## src/rtl/ysyx_22041071_pipe_ctrl.sv

```systemverilog
// Pipeline hazard/flush controller: load-use stalls, memory-wait stalls, redirect flushes.
// Latency: all outputs are combinational from the current state and inputs (zero cycles).
// Backpressure: mem_req & !mem_ack freezes every stage until mem_ack; redirects seen meanwhile are deferred.
//
// Ports:
//   clk, reset            - single clock, synchronous active-high reset (outputs forced to 0 while high)
//   id_*                  - ID-stage operand usage and source register numbers
//   ex_load/ex_reg_w_en/ex_rdest - EX-stage destination information for the load-use check
//   redirect              - EX resolved a taken branch/jalr this cycle
//   mem_req/mem_ack       - data access outstanding / complete
//   pc_hold..mem_stall    - per-stage hold, bubble and flush controls
//   state_o               - current state (RUN=0, MEM_WAIT=1, FLUSH=2)
//   stall_cnt/flush_cnt   - wrapping perf counters, present only with YSYX_22041071_PERF_CNT_EN defined
module ysyx_22041071_pipe_ctrl #(
  parameter int FLUSH_LEN = 2
) (
  input  logic        clk,
  input  logic        reset,
  input  logic        id_valid,
  input  logic        id_use_rs1,
  input  logic        id_use_rs2,
  input  logic [4:0]  id_rs1,
  input  logic [4:0]  id_rs2,
  input  logic        ex_load,
  input  logic        ex_reg_w_en,
  input  logic [4:0]  ex_rdest,
  input  logic        redirect,
  input  logic        mem_req,
  input  logic        mem_ack,
  output logic        pc_hold,
  output logic        if_stall,
  output logic        id_stall,
  output logic        id_bubble,
  output logic        if_flush,
  output logic        id_flush,
  output logic        ex_stall,
  output logic        mem_stall,
  output logic [1:0]  state_o
`ifdef YSYX_22041071_PERF_CNT_EN
  ,
  output logic [31:0] stall_cnt,
  output logic [31:0] flush_cnt
`endif
);

  localparam logic [2:0] LP_RELOAD = 3'(FLUSH_LEN - 1);
  // With FLUSH_LEN == 1 the redirect cycle itself is the whole flush.
  localparam logic       LP_MULTI  = (FLUSH_LEN > 1);

  typedef enum logic [1:0] {
    ST_RUN      = 2'd0,
    ST_MEM_WAIT = 2'd1,
    ST_FLUSH    = 2'd2
  } state_t;

  state_t     r_state, w_state_nxt;
  logic [2:0] r_cnt, w_cnt_nxt;
  logic       r_pend, w_pend_nxt;
  // Set when a memory wait interrupted a flush; the remaining count in r_cnt is resumed after ack.
  logic       r_resume, w_resume_nxt;

  logic w_load_use, w_mem_wait;
  logic w_stall5, w_lu, w_flush;

  assign w_load_use = id_valid & ex_load & ex_reg_w_en & (ex_rdest != 5'd0) &
                      ((id_use_rs1 & (id_rs1 == ex_rdest)) | (id_use_rs2 & (id_rs2 == ex_rdest)));
  assign w_mem_wait = mem_req & ~mem_ack;

  always_comb begin
    w_state_nxt  = r_state;
    w_cnt_nxt    = r_cnt;
    w_pend_nxt   = r_pend;
    w_resume_nxt = r_resume;
    w_stall5     = 1'b0;
    w_lu         = 1'b0;
    w_flush      = 1'b0;
    case (r_state)
      ST_RUN: begin
        if (w_mem_wait) begin
          w_stall5     = 1'b1;
          w_state_nxt  = ST_MEM_WAIT;
          w_pend_nxt   = redirect;
          w_resume_nxt = 1'b0;
        end else if (redirect) begin
          w_flush     = 1'b1;
          w_cnt_nxt   = LP_RELOAD;
          w_state_nxt = LP_MULTI ? ST_FLUSH : ST_RUN;
        end else if (w_load_use) begin
          w_lu = 1'b1;
        end
      end
      ST_MEM_WAIT: begin
        if (!mem_ack) begin
          w_stall5 = 1'b1;
          if (redirect) w_pend_nxt = 1'b1;
        end else if (r_pend | redirect) begin
          // A deferred redirect restarts the flush from the full length.
          w_flush      = 1'b1;
          w_cnt_nxt    = LP_RELOAD;
          w_state_nxt  = LP_MULTI ? ST_FLUSH : ST_RUN;
          w_pend_nxt   = 1'b0;
          w_resume_nxt = 1'b0;
        end else if (r_resume) begin
          w_state_nxt  = ST_FLUSH;
          w_resume_nxt = 1'b0;
        end else begin
          w_state_nxt = ST_RUN;
        end
      end
      ST_FLUSH: begin
        if (w_mem_wait) begin
          // Flush cycle is deferred: counter untouched so no flush cycle is lost.
          w_stall5     = 1'b1;
          w_state_nxt  = ST_MEM_WAIT;
          w_resume_nxt = 1'b1;
          w_pend_nxt   = redirect;
        end else if (redirect) begin
          w_flush     = 1'b1;
          w_cnt_nxt   = LP_RELOAD;
          w_state_nxt = LP_MULTI ? ST_FLUSH : ST_RUN;
        end else begin
          w_flush     = 1'b1;
          w_cnt_nxt   = r_cnt - 3'd1;
          w_state_nxt = (r_cnt == 3'd1) ? ST_RUN : ST_FLUSH;
        end
      end
      default: w_state_nxt = ST_RUN;
    endcase
  end

  always_ff @(posedge clk) begin
    if (reset) begin
      r_state  <= ST_RUN;
      r_cnt    <= 3'd0;
      r_pend   <= 1'b0;
      r_resume <= 1'b0;
    end else begin
      r_state  <= w_state_nxt;
      r_cnt    <= w_cnt_nxt;
      r_pend   <= w_pend_nxt;
      r_resume <= w_resume_nxt;
    end
  end

  // Outputs are forced low while reset is high, independent of the registered state.
  assign pc_hold   = ~reset & (w_stall5 | w_lu);
  assign if_stall  = ~reset & (w_stall5 | w_lu);
  assign id_stall  = ~reset & (w_stall5 | w_lu);
  assign id_bubble = ~reset & w_lu;
  assign if_flush  = ~reset & w_flush;
  assign id_flush  = ~reset & w_flush;
  assign ex_stall  = ~reset & w_stall5;
  assign mem_stall = ~reset & w_stall5;
  assign state_o   = reset ? 2'd0 : r_state;

`ifdef YSYX_22041071_PERF_CNT_EN
  logic [31:0] r_stall_cnt, r_flush_cnt;

  always_ff @(posedge clk) begin
    if (reset) begin
      r_stall_cnt <= 32'd0;
      r_flush_cnt <= 32'd0;
    end else begin
      if (pc_hold)  r_stall_cnt <= r_stall_cnt + 32'd1;
      if (if_flush) r_flush_cnt <= r_flush_cnt + 32'd1;
    end
  end

  assign stall_cnt = r_stall_cnt;
  assign flush_cnt = r_flush_cnt;
`endif

endmodule

```

## config.mk

```make
export PLATFORM = sky130hd
export DESIGN_NAME = ysyx_22041071_pipe_ctrl
export DESIGN_NICKNAME = d
export VERILOG_FILES = /design/src/rtl/ysyx_22041071_pipe_ctrl.sv
export SDC_FILE = /design/constraint.sdc
export NUM_CORES = 1
export LEC_CHECK = 0
export CORE_MARGIN = 10
export CORE_UTILIZATION = 37
export CTS_BUF_LIST = sky130_fd_sc_hd__clkbuf_16
export CTS_CLUSTER_DIAMETER = 30
export CTS_CLUSTER_SIZE = 8
export DETAILED_ROUTE_END_ITERATION = 16
export GPL_ROUTABILITY_DRIVEN = 0
export PLACE_DENSITY = 0.9
export SLEW_MARGIN = 20
export SYNTH_ARGS = -nofsm -noshare
export SYNTH_HDL_FRONTEND = slang
export SYNTH_SLANG_ARGS = --single-unit
```

## constraint.sdc

```tcl
create_clock -name clk -period 3.2 [get_ports clk]
set_clock_uncertainty 0.2 [all_clocks]
set_input_delay 0.96 -clock clk [delete_from_list [all_inputs] [get_ports clk]]
set_output_delay 0.96 -clock clk [all_outputs]
set_load 0.05 [all_outputs]
```

[After elaboration in Yosys (flattened, before gate mapping)]
Index checks and enable logic that the tools add are counted.
Operators by class
  add/sub/neg operators: 1
  eq/ne operators: 16
  multiplexer cells: 39
  bitwise logic cells: 16
  reduce and logical (&&, ||, !) cells: 9
Operators by type and width (count)
  $mux W1: 18
  $mux W2: 9
  $mux W3: 6
  $ne A2 B2 Y1 const B: 7
  $and A1 B1 Y1: 11
  $eq A5 B5 Y1: 2
  $ne A3 B3 Y1 const B: 3
  $pmux W3 S3: 1
  $reduce_and A4 Y1: 2
  $pmux W1 S3: 2
  $pmux W2 S3: 1
  $reduce_and A6 Y1: 1
  $reduce_bool A5 Y1: 1
  $pmux W1 S2: 2
  $eq A3 B1 Y1 const B: 1
  $or A1 B1 Y1: 3
  $reduce_bool A3 Y1: 1
  $sub A3 B1 Y3 const B: 1
  $eq A2 B1 Y1 const B: 1
  $eq A2 B2 Y1 const B: 1
  $logic_not A2 Y1: 1
  $ne A2 B1 Y1 const B: 1
  $not A1 Y1: 2
  $reduce_and A2 Y1: 1
  2 further kinds: 2
Storage, ports and cells
  bits in registers: 7
  input port bits: 25

[Longest topological paths before layout]
  depth after elaboration: 10
  gate-level depth with buffers: 5
  mapped depth without buffers: 5

[Worst setup path after synthesis]
No wires, ideal clock.
  kind: input to output
  start: input mem_req
  end: output if_stall
  arrival: 3.292 ns
  setup slack: -1.252 ns
  cell stages on the path: 4
  path buffers: 1
  cell sequence: nand2b_1 a211oi_1 o21bai_1 buf_4
On the way
  longest elaborated chain between the ends: 5
  elaborated cells between the ends (all ways): 7
  those cells by class: mux: 4; bitwise: 3
RTL lines
  start: declaration: RTL line 28  | input logic mem_req,
  $and A1 B1 Y1 (*): RTL line 67  | assign w_mem_wait = mem_req & ~mem_ack;
  $mux W1, on equally long branches: RTL line 79, 111
  $pmux W1 S2 or $mux W1 (tied branches): RTL line 77  | case (r_state)
  $or A1 B1 Y1 (*)
  $and A1 B1 Y1 (*)
  end: declaration: RTL line 31  | output logic if_stall,
Mark *: on every way between the ends. The rest lies on a longest branch, timed or not.

[Worst setup path after layout]
  start: input id_rs2[1]
  end: output id_stall
On the way
  longest elaborated chain between the ends: 10
RTL lines
  start: declaration: RTL line 23  | input logic [4:0] id_rs2,
  $eq A5 B5 Y1: RTL line 66  | ((id_use_rs1 & (id_rs1 == ex_rdest)) | (id_use_rs2 & (id_rs2 == ex_rdest)));
  $and A1 B1 Y1: RTL line 66
  $or A1 B1 Y1: RTL line 66
  $and A1 B1 Y1: RTL line 65  | assign w_load_use = id_valid & ex_load & ex_reg_w_en & (ex_rdest != 5'd0) &
  $mux W1: RTL line 88  | end else if (w_load_use) begin
  $mux W1: RTL line 84  | end else if (redirect) begin
  $mux W1: RTL line 79  | if (w_mem_wait) begin
  $mux W1: RTL line 77
  $or A1 B1 Y1: RTL line 148  | assign id_stall = ~reset & (w_stall5 | w_lu);
  $and A1 B1 Y1: RTL line 148
  end: declaration: RTL line 32  | output logic id_stall,
Every way passes these cells.

==> impl_results.md <==
* Mean Syn Cell Area at about 8.1 um2
* Main synth FF type: dfxtp_1
* Final Hold Vio Count at 0
* Synthesized Nets at 104
* Post-synth EDFFs at 0
* I/O pin cnt at 35
* Setup WS pre-CTS at -0.6481 ns
* Min Clock Period, post-route at ~3.4 ns
* Seq/Total Area, Yosys at 0.2244
* Initial Utilization at 0.4005
* Slew HR at 0.7273
* Overall Power at 0.4860 mW
* Crit. End Element: output port
* Slowest library cell on the worst path: nor4_2
* Crit Path Max Fanout at 3
* Commonest non-fill, non-tap cell in the layout: buf_4
* Setup CP Type: primary input to output port
* CTS root buf: clkbuf_16
* Max Clk Rate at about 290 MHz
* Setup crit start kind: primary input
* Worst R2R End: r_cnt[1]$_SDFFE_PP0P_
* Least-Margin Pin Slew at 0.4085 ns
* Hold Crit Depth at 2
* Clk pin slew, worst setup/hold paths at 0.04 ns
* Via count at 814
* # Max-Cap Violations at 0
* Period utilisation layout at 1.075
* Largest net degree at the start of global routing at 12
* Worst-path cell chain: clkdlybuf4s15_1 -> xor2_1 -> nor4_2 -> a32oi_2 -> o21bai_4 -> buf_12
* Post-CTS Hold Fix Bufs at 0
* CP arrival at 2.28 ns
* Worst Hold Path EP: r_cnt[1]$_SDFFE_PP0P_
* Syn Std Cell Area at 624.3 um2
* Drt pass-1 iters at 4
* Slew Viols, Final at 0
* Most frequent cells in the layout: buf_4, buf_12, dfxtp_1
* Nets@finish at approximately 160
* Core ar. at 1559 um2
* GRT Overall Usage at 0.1544
* # port buffers at 34
* # fillers at 68
* Gr ovfl total at 0
* Share of layout cells above drive strength 1 at 0.4651
* Width of the die at 61.08 um
* Worst setup margin at -0.2410 ns
* Crit path largest cell delay at just over 0.3 ns
* Routed len/inst at 20.49 um
* CTS sink cnt at 7
* Setup slack, reg-to-reg at roughly 1.1 ns
* LEAKAGE at 0.5856 nW
* Worst Hold Class: register to register
* CTS tree: done
* # diodes at 0
* Final HPWL DP at 1.864 mm
* Chip Height at 61.08 um
* DRC viols at 0
* Clock buffer count from CTS at 3
* Clk buf depth at 2
* Post-route ant nets at 0
* Number of global-route vias before repair at between 800 and 900
* Setup Viol. Count Final at 6
* Initial antenna violation count at 0
* Syn. warnings at 0
* Routed WL at around 3 mm
* Fin util at 0.8716
* RSZ-0062 raised after global routing: yes
* Post-synth cell types at 35
* First-iteration detailed-routing DRC count at 20
* H-tree levels at 1
* Cells after Synth at between 70 and 80
* Async SR Flop Fraction at 0
* Failing checks: negative setup slack
* Average via count per standard cell at 5.614
* Die Area at about 3700 um2
* Synthesis-to-finish area growth at 117.6%
* Rows at 14
* Worst Reg-to-Reg Cells at 6
* Status: finished with violations
* Reg-to-Reg Start: r_state[1]$_SDFFE_PP0P_
* Pwr Density at 357.7 nW/um2
* First-pass GRT wire length at around 4.3 mm
* Register bit total from synthesis at 7
* Final instance area at 1359 um2
* Worst Min Path Start: r_cnt[1]$_SDFFE_PP0P_
* Placed instance area at 1200 um2
* CP required at 2.04 ns
* Worst VDD drop at 0.4083 mV
* Worst-skew pair later-pin latency at 0.23 ns
==> Yosys cell counts, drive strengths merged (2+ instances only) <==
cell,number,share of area
nor2b,3,0.030
inv,4,0.024
a211oi,6,0.072
o21ai,2,0.016
nor3,3,0.024
ha,2,0.040
xor2,8,0.11
nand2b,3,0.030
buf,6,0.064
nand2,3,0.018
dfxtp,7,0.22
nor4,3,0.030
nor2,4,0.024
xnor2,2,0.028
a21oi,3,0.030
==> sequential cells by signal, summed over array words and instances (netlist names) <==
| name | cells |
|---|---|
| r_resume | 1 |
| r_pend | 1 |
| r_state | 2 |
| r_cnt | 3 |
==> how the worst max path moves through the flow <==
| stage | start | end | cells after the start |
|---|---|---|---|
| after global placement | ex_rdest[1] | id_stall | 5 |
| after CTS | id_rs1[2] | id_stall | 6 |
| after floorplan | mem_req | if_flush | 4 |
| after global routing | id_rs1[0] | id_stall | 5 |
| final | id_rs2[1] | id_stall | 6 |
| after detailed placement | ex_rdest[1] | id_stall | 5 |
==> per-layer routing <==
metal	up-vias	GRT usage	part of all wire
met3	6	0.04115	0.12
met2	48	0.2648	0.47
met1	380	0.1704	0.39
li1	380	-	-
met4	0	0.08143	0.021
met5	-	0	0
==> critical path: cells and delay by family <==
kind	cells	cell delay, ns
AO/OA/AOI/OAI	2	0.45
AND/OR/NAND/NOR	1	0.31
XOR/XNOR	1	0.18
buffers and inverters	2	0.38
==> layout make-up <==
class / count / area (um2) / share of cell area
clock buffer: 3 / 75.07 / 0.05525
timing repair buffer: 55 / 575.6 / 0.4236
multi-input combinational: 59 / 529.3 / 0.3895
tap: 16 / 20.02 / 0.01473
sequential: 7 / 140.1 / 0.1031
clock inverter: 1 / 3.754 / 0.002762
inverter: 4 / 15.01 / 0.01105
==> cells by family (layout without fill, tap and decap cells) <==
group,after synthesis,count (layout),synth area share
flip-flops,7,7,0.2244
AND/OR/NAND/NOR,28,28,0.2726
buffers and inverters,11,63,0.09418
AO/OA/AOI/OAI,18,18,0.2124
XOR/XNOR,10,10,0.1403
adder cells (fa/ha/maj),2,2,0.04007
multiplexers,1,1,0.01603
==> what timing repair did <==
item,4_1_cts,5_1_grt
pin swaps,11,10
buffers inserted,5,2
resized for setup,59,13
endpoints found under the setup margin,8,6
==> stage by stage <==
stage	TNS, ns	hold WS (ns)	instances
6_report	-0.9879	0.2551	145
5_1_grt	-1.223	0.2905	145
4_1_cts	-0.8505	0.2563	143
3_5_place_dp	-3.753	0.2514	134
3_3_place_gp	-3.452	0.2469	134
2_1_floorplan	-0.5653	0.2407	77
==> where the power goes <==
group	switching, mW	internal [mW]	total, mW
Sequential	0.00775	0.0932	0.101
Clock	0.0493	0.163	0.212
Combinational	0.0829	0.0902	0.173
No activity file was read; power rests on OpenSTA's default activity.
